**src/rtl/stream_mux_rr.sv**
```systemverilog
// stream_mux_rr: N:1 valid/ready stream mux, round-robin or fixed-priority, registered output, optional packet lock (d/d_valid/d_last in, d_ready out; y/y_valid/y_last/y_sel out, y_ready in)
module stream_mux_rr #(
  parameter int WIDTH = 32,
  parameter int CHANNELS = 4,
  parameter int RR_MODE = 1,
  parameter int PACKET_LOCK = 1,
  localparam int SELW = CHANNELS > 1 ? $clog2(CHANNELS) : 1
) (
  input  logic                      clock,
  input  logic                      reset_n,
  input  logic                      enable,
  input  logic [CHANNELS-1:0]       d_valid,
  output logic [CHANNELS-1:0]       d_ready,
  input  logic [CHANNELS*WIDTH-1:0] d,
  input  logic [CHANNELS-1:0]       d_last,
  output logic                      y_valid,
  input  logic                      y_ready,
  output logic [WIDTH-1:0]          y,
  output logic                      y_last,
  output logic [SELW-1:0]           y_sel
);
  typedef enum logic {ARB, LOCK} state_t;
  state_t state, state_n;
  logic [SELW-1:0] ptr, ptr_n, lch, lch_n, g;
  logic found, acc;
  always_ff @(posedge clock) begin
    if (!reset_n) begin
      state <= ARB;
      ptr <= '0;
      lch <= '0;
      y_valid <= 1'b0;
      y <= '0;
      y_last <= 1'b0;
      y_sel <= '0;
    end else begin
      state <= state_n;
      ptr <= ptr_n;
      lch <= lch_n;
      if (acc) begin
        y_valid <= 1'b1;
        y <= d[int'(g)*WIDTH +: WIDTH];
        y_last <= d_last[g];
        y_sel <= g;
      end else if (y_ready) begin
        y_valid <= 1'b0;
      end
    end
  end
  always_comb begin
    found = 1'b0;
    g = '0;
    if (state == LOCK) begin
      found = d_valid[lch];
      g = lch;
    end else begin
      for (int k = 0; k < CHANNELS; k++)
        if (!found && d_valid[(int'(ptr) + k) % CHANNELS]) begin
          found = 1'b1;
          g = SELW'((int'(ptr) + k) % CHANNELS);
        end
    end
  end
  always_comb begin
    state_n = state;
    ptr_n = ptr;
    lch_n = lch;
    if (acc) begin
      if (PACKET_LOCK != 0 && !d_last[g]) begin
        state_n = LOCK;
        lch_n = g;
      end else begin
        state_n = ARB;
        ptr_n = (RR_MODE == 0 || int'(g) == CHANNELS - 1) ? '0 : g + 1'b1;
      end
    end
  end
  always_comb begin
    acc = reset_n && enable && found && (!y_valid || y_ready);
    d_ready = CHANNELS'(acc) << g;
  end
endmodule

```
**config.mk**
```make
export PLATFORM = sky130hd
export DESIGN_NAME = stream_mux_rr
export DESIGN_NICKNAME = d
export VERILOG_FILES = /design/src/rtl/stream_mux_rr.sv
export SDC_FILE = /design/constraint.sdc
export NUM_CORES = 1
export LEC_CHECK = 0
export CORE_ASPECT_RATIO = 1.5
export CORE_MARGIN = 4
export CORE_UTILIZATION = 41
export CTS_CLUSTER_DIAMETER = 60
export DETAILED_ROUTE_END_ITERATION = 8
export GPL_TIMING_DRIVEN = 0
export PLACE_DENSITY_LB_ADDON = 0.1
export SETUP_SLACK_MARGIN = 0.15
export SLEW_MARGIN = 5
export SYNTH_ARGS = -nofsm -noshare
export SYNTH_HDL_FRONTEND = slang
export SYNTH_SLANG_ARGS = --single-unit
```
**constraint.sdc**
```tcl
create_clock -name clock -period 7.5 [get_ports clock]
set_input_delay 1.5 -clock clock [delete_from_list [all_inputs] [get_ports clock]]
set_output_delay 1.5 -clock clock [all_outputs]
set_load 0.05 [all_outputs]
```
== Yosys cells after proc, flatten, opt, wreduce, memory -nomap -nowiden ==
Index checks and enable logic that the tools add are counted.

* Add/sub/neg operators: 4
* $lt $le $gt $ge: 6
* Equal/unequal tests: 1
* Shift operators: 2
* Multiplexer cells: 32
* Bitwise gates (word level): 4
* Reductions and logical operators: 17

{| class="wikitable"
|+ Operators by type and width
! cell !! count
|-
| 128-bit by 8-bit indexed part select with 32-bit output || 1
|-
| 1-bit two-way mux || 20
|-
| 1-bit binary-select mux with 2-bit select || 6
|-
| 3-bit by 4-bit less-than comparator with 1-bit output, second input constant || 3
|-
| 2-bit two-way mux || 6
|-
| 2-bit by 3-bit less-than comparator with 1-bit output, second input constant || 3
|-
| 1-bit logical AND || 6
|-
| 2-bit OR reduction || 3
|-
| 2-bit by 1-bit adder with 2-bit output, second input constant || 2
|-
| 2-bit adder, second input constant || 2
|-
| 1-bit logical NOT || 4
|-
| 2-bit AND reduction || 2
|-
| 1-bit by 2-bit << shifter with 4-bit output || 1
|-
| 1-bit AND, first input constant || 3
|-
| 2-bit by 1-bit equality test with 1-bit output, second input constant || 1
|-
| 2-bit nonzero test || 1
|-
| 1-bit logical OR || 1
|-
| 1-bit NOT || 1
|}

* Flip-flop bits (word level): 41
* Input bits: 140
* Output and inout bits: 40
* Word-level logic and storage cells: 73

== Logic depth before layout (Yosys ltp) ==
Gate-level depths: netlist of run 1.

* Word-level depth: 21
* Mapped depth: 10

== Worst setup path before layout of run 1 ==
Ideal clock, no wire load.

* Kind: input to output
* Start point: input port d_valid[1]
* End point: output port d_ready[0]
* Arrival time: 3355 ps
* Slack: 2645 ps
* Stages: 6
* Buffers on the path: 2
* Cells stage by stage: buf_6 -> or3_1 -> o32a_1 -> o221ai_2 -> clkbuf_1 -> and3_1

* Word-level cells in the longest chain between the ends: 19
* Elaborated cells between the ends (all ways): 35
* Classes of those cells: 1 x shift; 26 x mux; 8 x reduce/logical

{| class="wikitable"
|+ Ends and longest elaborated chain
! item !! line !! RTL
|-
| from (decl) || 12 || <nowiki>input logic [CHANNELS-1:0] d_valid,</nowiki>
|-
| 1-bit binary-select mux with 2-bit select || 57 || <nowiki>if (!found && d_valid[(int'(ptr) + k) % CHANNELS]) begin</nowiki>
|-
| 1-bit two-way mux (not written as such) || 57 ||
|-
| 1-bit two-way mux || 57 ||
|-
| 1-bit two-way mux || 52 || <nowiki>if (state == LOCK) begin</nowiki>
|-
| 1-bit logical NOT || 57 ||
|-
| 1-bit logical AND || 57 ||
|-
| 1-bit two-way mux || 57 ||
|-
| 1-bit two-way mux || 52 ||
|-
| [2 not listed] || n/a ||
|-
| 1-bit two-way mux || 57 ||
|-
| 1-bit two-way mux || 52 ||
|-
| 1-bit logical NOT || 57 ||
|-
| 1-bit logical AND || 57 ||
|-
| 1-bit two-way mux || 57 ||
|-
| 1-bit two-way mux || 52 ||
|-
| 1-bit logical AND (2 in series) || 78 || <nowiki>acc = reset_n && enable && found && (!y_valid || y_ready);</nowiki>
|-
| 1-bit by 2-bit << shifter with 4-bit output * || 79 || <nowiki>d_ready = CHANNELS'(acc) << g;</nowiki>
|-
| to (decl) || 13 || <nowiki>output logic [CHANNELS-1:0] d_ready,</nowiki>
|}

Every way passes the cells marked *; elsewhere a longest branch is shown, timed or not. The select of a mux whose other input is x is not followed.

== Worst setup path in the final report of run 1 ==
* Start point: input port d_valid[0]
* End point: output port d_ready[1]

Same word-level chain as after synthesis.

==> qor.txt, run 1 <==
Share of flip-flops with an asynchronous set or reset after synthesis = 0
Core outline area = 6900 um2
Final antenna diode count = 0
Setup WS pre-CTS = 1270 ps
Comb power frac = 0.486
Clock buffer depth = 2
Total grt overflow = 0
Synthesized netlist cell count = 349
Initial cell density of the core = 0.426
Area taken by multi-input logic gates = 1970 um2
Crit path max fanout = 10
Flop-to-flop setup slack = 4840 ps
Total count of max-transition violations in the final report = 0
Number of warnings issued by yosys = 0
Count of final hold-check violations = 0
Number of iterations in the first detailed-routing pass = 4
Fin crit share = 0.836
Pin count of the biggest net entering global routing = 15
Data required time at the worst endpoint = 6000 ps
Max-cap violation count = 0
Number of vias per cell = 5.48
Root buffer cell = clkbuf_8
Data arrival time of the critical path = 4770 ps
Number of antenna violations at the first check in global routing = 0
Worst flop-to-flop path endpoint = y[20]
Portion of total power attributed to the clock network = 0.211
#FFs+latches synth = 41
Total power divided by cell area = 174 nW/um2
Fraction of final layout cells sized beyond drive strength 1 = 0.129
Port-buffer cells = 177
Sink count of the clock tree = 41
Full die area = 8610 um2
Startpoint class of the critical path = input port
Number of buffers created by CTS = 5
Run status = finished, final reports clean
Number of hold-repair buffers added at the cts stage = 0
FF-to-FF Start = ptr[1]
H-tree levels = 2
Fmax = 0.159 GHz
Skew-Pair Late Insertion Delay = 290 ps
Type of the tightest min-delay check = flop to flop
EDFF count, synth = 0
Mean cell area of the mapped netlist = 8.42 um2
Die height = 112 um
DRT Wirelength = 10.4 mm
Area Growth Syn to Fin = 67.5%
Dominant synthesized flop cell = dfxtp_1
Slew of the pin with the lowest slew margin = 577 ps
Sequential cell fraction of total power = 0.303
Number of core rows = 37
Count of fill cells added during filler insertion = 573
Switching part of the total = 0.378
Post-detail-place hpwl = 8.58 mm
Final net count = 673
Wire length of the first global-routing pass = 16.2 mm
Critical path origin = d_valid[0]
Register cell area after layout = 821 um2
Horizontal extent of the die = 77.1 um
Total GRT Usage = 0.233
Detailed router's first-iteration violation count = 157
Shortest clock period the worst path allows after layout = 6270 ps
Synth Net Count = 489
Worst rel slew slack = 0.614
Clock tree skew after final layout = 10.6 ps
CTS tree = done
Vias in the first global route = 3342
Number of I/O pins = 180
Netlist area before placement = 2940 um2
Worst Path Class, Setup = input port to output port
Cells resized by post-CTS repair = 0
Gp weighted congestion = 0.841
Worst supply voltage drop on vdd = 137 uV
Static power due to leakage = 1.83 nW
Worst R2R Path Depth = 7
Post-detailed-route DRC marker count = 0
Post-route setup TNS = 0 ps
Start point of the worst min-delay path = y[28]
Unique masters post-synth = 46
Worst hold endpoint = y[28]
Net switching power = 323 uW
Via count = 3352
Hold path depth = 2
Final count of negative-setup-slack endpoints = 0
Post-CTS setup buffer count = 0
Clock transition at the register clock pins on the worst setup and hold paths after CTS = 80 ps
Wire per inst = 17.1 um
Antenna viol nets, final = 0
Worst setup margin = 1230 ps
Cell Int Power = 533 uW
CP Capture Type = output port
Post-synthesis sequential area ratio = 0.279
Unrepaired setup endpoints after global routing = no
==> routing by layer <==
metal  share of wire  wire [um]  track usage  vias to the layer above
met5               0          0            0                        -
met4           0.034        356       0.0938                        0
met3           0.061        633       0.0485                       25
met2            0.57       5950        0.469                      127
met1            0.34       3500        0.222                     1575
li1                -          -            -                     1625
==> Yosys cell counts (3+ instances only) <==
cell | number | area, um2
mux2_2 | 35 | 394
o21ai_0 | 31 | 155
clkbuf_1 | 17 | 63.8
nand2b_1 | 10 | 62.6
nand3b_1 | 4 | 30.0
nand2_1 | 74 | 278
nor2b_1 | 3 | 18.8
buf_2 | 12 | 60.1
o211ai_1 | 32 | 240
mux2i_1 | 35 | 350
nor2_1 | 7 | 26.3
dfxtp_1 | 41 | 821
o21ai_1 | 6 | 30.0
a21oi_1 | 5 | 25.0
==> power by group through the flow <==
stage          Combinational, mW  Sequential [mW]  Clock (mW)
5_1_grt                    0.442            0.262       0.191
4_1_cts                    0.418            0.259       0.183
3_5_place_dp               0.416            0.264           0
6_report                   0.415            0.259       0.181
2_1_floorplan              0.162            0.349           0
3_3_place_gp               0.411            0.262           0
==> how the worst max path moves through the flow <==
stage / endpoint / slack (ps) / cells after the start
global placement: d_ready[1] / 1330 / 7
finish: d_ready[1] / 1230 / 7
floorplan: d_ready[0] / 2640 / 6
detailed placement: d_ready[1] / 1270 / 7
CTS: d_ready[1] / 1260 / 7
global route: d_ready[1] / 1100 / 7
==> metrics by stage <==
step	hold slack [ps]	std cells	cell area, um2	power [mW]	utilization
3_3_place_gp	436	604	4810	0.673	0.697
5_1_grt	475	612	4920	0.895	0.714
3_5_place_dp	440	604	4810	0.680	0.697
4_1_cts	451	612	4920	0.859	0.714
2_1_floorplan	523	349	2940	0.511	-
6_report	452	612	4920	0.855	0.714
==> state kept, by name, summed over array words and instances, names as in the netlist <==
register	count
y_valid	1
state	1
ptr	2
lch	2
y_sel	2
y_last	1
y	32
==> critical path, stage by stage <==
cell and delay [ps]:
clkdlybuf4s50_1 580, or3_1 400, o32a_1 400, o221ai_2 400
clkbuf_1 410, and3_1 230, clkdlybuf4s50_1 840
==> layout by cell type, fill, tap and decap left out, drive strengths merged, types with 2 or more instances in the layout <==
cell type | synthesis | final
buf | 14 | 14
nand2b | 10 | 10
mux2 | 36 | 36
clkdlybuf4s50 | 0 | 177
o21ai | 37 | 37
inv | 2 | 2
dfxtp | 41 | 41
a21oi | 5 | 5
o221ai | 3 | 3
nor2 | 7 | 7
nor2b | 4 | 4
a21boi | 2 | 2
a31oi | 2 | 2
mux2i | 35 | 35
nand3b | 4 | 4
clkbuf | 17 | 22
nand2 | 74 | 74
and3 | 4 | 4
nor4b | 2 | 2
o211ai | 32 | 32
==> final cells by class <==
cell class / count / share of cell area
Multi-Input combinational cell: 275 / 0.400
Timing Repair Buffer: 177 / 0.360
Sequential cell: 41 / 0.167
Buffer: 31 / 0.0290
Tap cell: 78 / 0.0198
Clock buffer: 5 / 0.0140
Clock inverter: 3 / 0.00941
Inverter: 2 / 0.00153
==> cells by family (layout without fill, tap and decap cells) <==
kind of cell	Yosys count	after routing	synth area share
AOI/OAI and AO/OA	91	91	0.222
xor gates and xnor gates	1	1	0.00298
buffers and inverters	33	218	0.0511
DFF	41	41	0.279
muxes	72	72	0.266
and+or+nand+nor	111	111	0.178
Note: power is estimated with default switching activity, not from simulation.
==> run 2: changes to the inputs <==
CORE_UTILIZATION = 34   (was 41)
clock period = 5.6 ns   (was 7.5 ns; I/O delays follow)
==> run 2 against run 1 <==
  * Sequential share of layout area shrank 0.30 points
  * Critical path depth unchanged
  * Routed wire length up 1.3%
  * Power grew 44%
==> qor.txt, run 2 (synthesis gave the netlist of run 1 again) <==
Detailed router's first-iteration violation count = 85 (-46%)
Number of hold-repair buffers added at the cts stage = 0 (unchanged)
Post-Layout Cell Count = 641 (+4.7%)
Worst supply voltage drop on vdd = 129 uV (-6.3%)
Number of antenna violations at the first check in global routing = 0 (unchanged)
Antenna viol nets, final = 0 (unchanged)
Worst setup margin = 292 ps (-936 ps)
Shortest clock period the worst path allows after layout = 5310 ps
Run status = finished, final reports clean
Fin crit share = 0.948
Cell count after placement = 633 (+4.8%)
Placed Area = 4840 um2 (+0.75%)
Global routing usage on met3 = 0.0501 (+0.00152)
Post-detail-place hpwl = 8.64 mm (+0.71%)
Post-detailed-route DRC marker count = 0 (unchanged)
Number of buffers created by CTS = 5 (unchanged)
Most used cells in the layout excluding fill and tap cells = 177 x clkdlybuf4s50_1, 74 x nand2_1, 41 x dfxtp_1, 35 x mux2_2, 35 x mux2i_1
Fraction of final layout cells sized beyond drive strength 1 = 0.129 (unchanged)
Clock tree skew after final layout = 8.95 ps (-1.67 ps)
Gp weighted congestion = 0.829 (-1.5%)
Most common cell after layout, fill and taps aside = clkdlybuf4s50_1
Total grt overflow = 0 (unchanged)
Type of the tightest min-delay check = flop to flop
Number of core rows = 41 (+11%)
Final antenna diode count = 0 (unchanged)
Data arrival time of the critical path = 4190 ps (-580 ps)
Total GRT Usage = 0.198 (-0.0346)
Wire length of the first global-routing pass = 16.3 mm (+0.38%)
CP Capture Type = output port
Final count of negative-setup-slack endpoints = 0 (unchanged)
Fmax = 0.188 GHz
Number of iterations in the first detailed-routing pass = 4 (unchanged)
Skew-Pair Late Insertion Delay = 280 ps (about the same)
Initial cell density of the core = 0.349 (-0.0767)
Data required time at the worst endpoint = 4480 ps (-1520 ps)
Count of fill cells added during filler insertion = 807 (+41%)
Routing usage on met1 = 0.186 (-0.0362)
Total count of max-transition violations in the final report = 0 (unchanged)
Horizontal extent of the die = 83.9 um (+8.8%)
Grt peak-use layer = met2
Crit path max fanout = 10 (unchanged)
Clock buffer depth = 2 (unchanged)
DRT Wirelength = 10.6 mm (+1.3%)
Startpoint class of the critical path = input port
Vias in the first global route = 3424 (+2.5%)
Full die area = 10200 um2 (+19%)
Unrepaired setup endpoints after global routing = no
Die height = 122 um (+9.1%)
Hold path depth = 2 (unchanged)
Post-route setup TNS = 0 ps (unchanged)
Number of I/O pins = 180 (unchanged)
Count of final hold-check violations = 0 (unchanged)
Slew of the pin with the lowest slew margin = 605 ps (+28.1 ps)
Number of vias per cell = 5.14 (-6.1%)
H-tree levels = 2 (unchanged)
Static power due to leakage = 1.86 nW (+1.6%)
CTS tree = done
Wire per inst = 16.5 um (-3.2%)
Max-cap violation count = 0 (unchanged)
Pin count of the biggest net entering global routing = 14 (-1)
Via count = 3296 (-1.7%)
Port-buffer cells = 177 (unchanged)
Worst Path Class, Setup = input port to output port
Total power divided by cell area = 245 nW/um2 (+41%)
Number of flip-flops in the largest register = 32 (unchanged)
Clock transition at the register clock pins on the worst setup and hold paths after CTS = 60 ps (-20 ps)
Worst rel slew slack = 0.597 (-0.0174)
Sink count of the clock tree = 41 (unchanged)
Setup WS pre-CTS = 172 ps (-1100 ps)
Met2 track demand over resource = 0.402 (-0.0668)
Register name with the most flops = y
Post-route cell area = 5010 um2 (+1.8%)
Final net count = 673 (unchanged)
Core outline area = 8410 um2 (+22%)
Worst R2R Path Depth = 7 (unchanged)
Root buffer cell = clkbuf_16
Area Growth Syn to Fin = 70.6%
Hold Worst Slack = 446 ps (-6.02 ps)
[run 2: worst paths after layout]
path,from,end,slack [ps]
setup / recovery,d_valid[2],d_ready[1],290
hold / removal,y[2],y[2],450
setup reg to reg,ptr[1],y[26],2900
hold reg to reg,y[2],y[2],450
[run 2: area by class of cell]
type                    count  area [um2]  share of cell area
clock inverters             2        38.8             0.00774
well taps                 107         134              0.0267
flip-flops and latches     41         821               0.164
multi-input cells         275        1970               0.392
plain buffers              31         144              0.0287
inverters                   2        7.51             0.00150
clock buffers               6         129              0.0257
repair buffers            177        1770               0.353
[run 2: worst max-delay path, cell delays in order]
cell             delay (ps)
clkdlybuf4s50_1         540
or3_1                   440
o32a_1                  400
o221ai_2                390
clkbuf_2                300
and3_1                  190
clkdlybuf4s50_1         800
[run 2: power breakdown]
| group | internal [mW] | leakage [nW] | total (mW) | switching [mW] |
|---|---|---|---|---|
| sequential | 0.328 | 0.338 | 0.346 | 0.0188 |
| clock | 0.211 | 0.0810 | 0.327 | 0.116 |
| combinational | 0.253 | 1.44 | 0.556 | 0.304 |
| total | 0.792 | 1.86 | 1.23 | 0.439 |
[run 2: routing by layer]
metal / share of wire / vias up
li1: - / 1623
met1: 0.34 / 1548
met2: 0.57 / 107
met3: 0.065 / 18
met4: 0.027 / 0
met5: 0 / -
[run 2: through the flow]
stage / power [mW] / util
detailed placement: 0.912 / 0.576
floorplan: 0.684 / -
finish: 1.23 / 0.596
global placement: 0.906 / 0.576
CTS: 1.24 / 0.596
global route: 1.29 / 0.596
[run 2: what timing repair did]
| action | 4_1_cts | 5_1_grt |
|---|---|---|
| setup buffers | 0 | 0 |
| gates resized for setup | 0 | 2 |
| endpoints found under the setup margin | 0 | 2 |
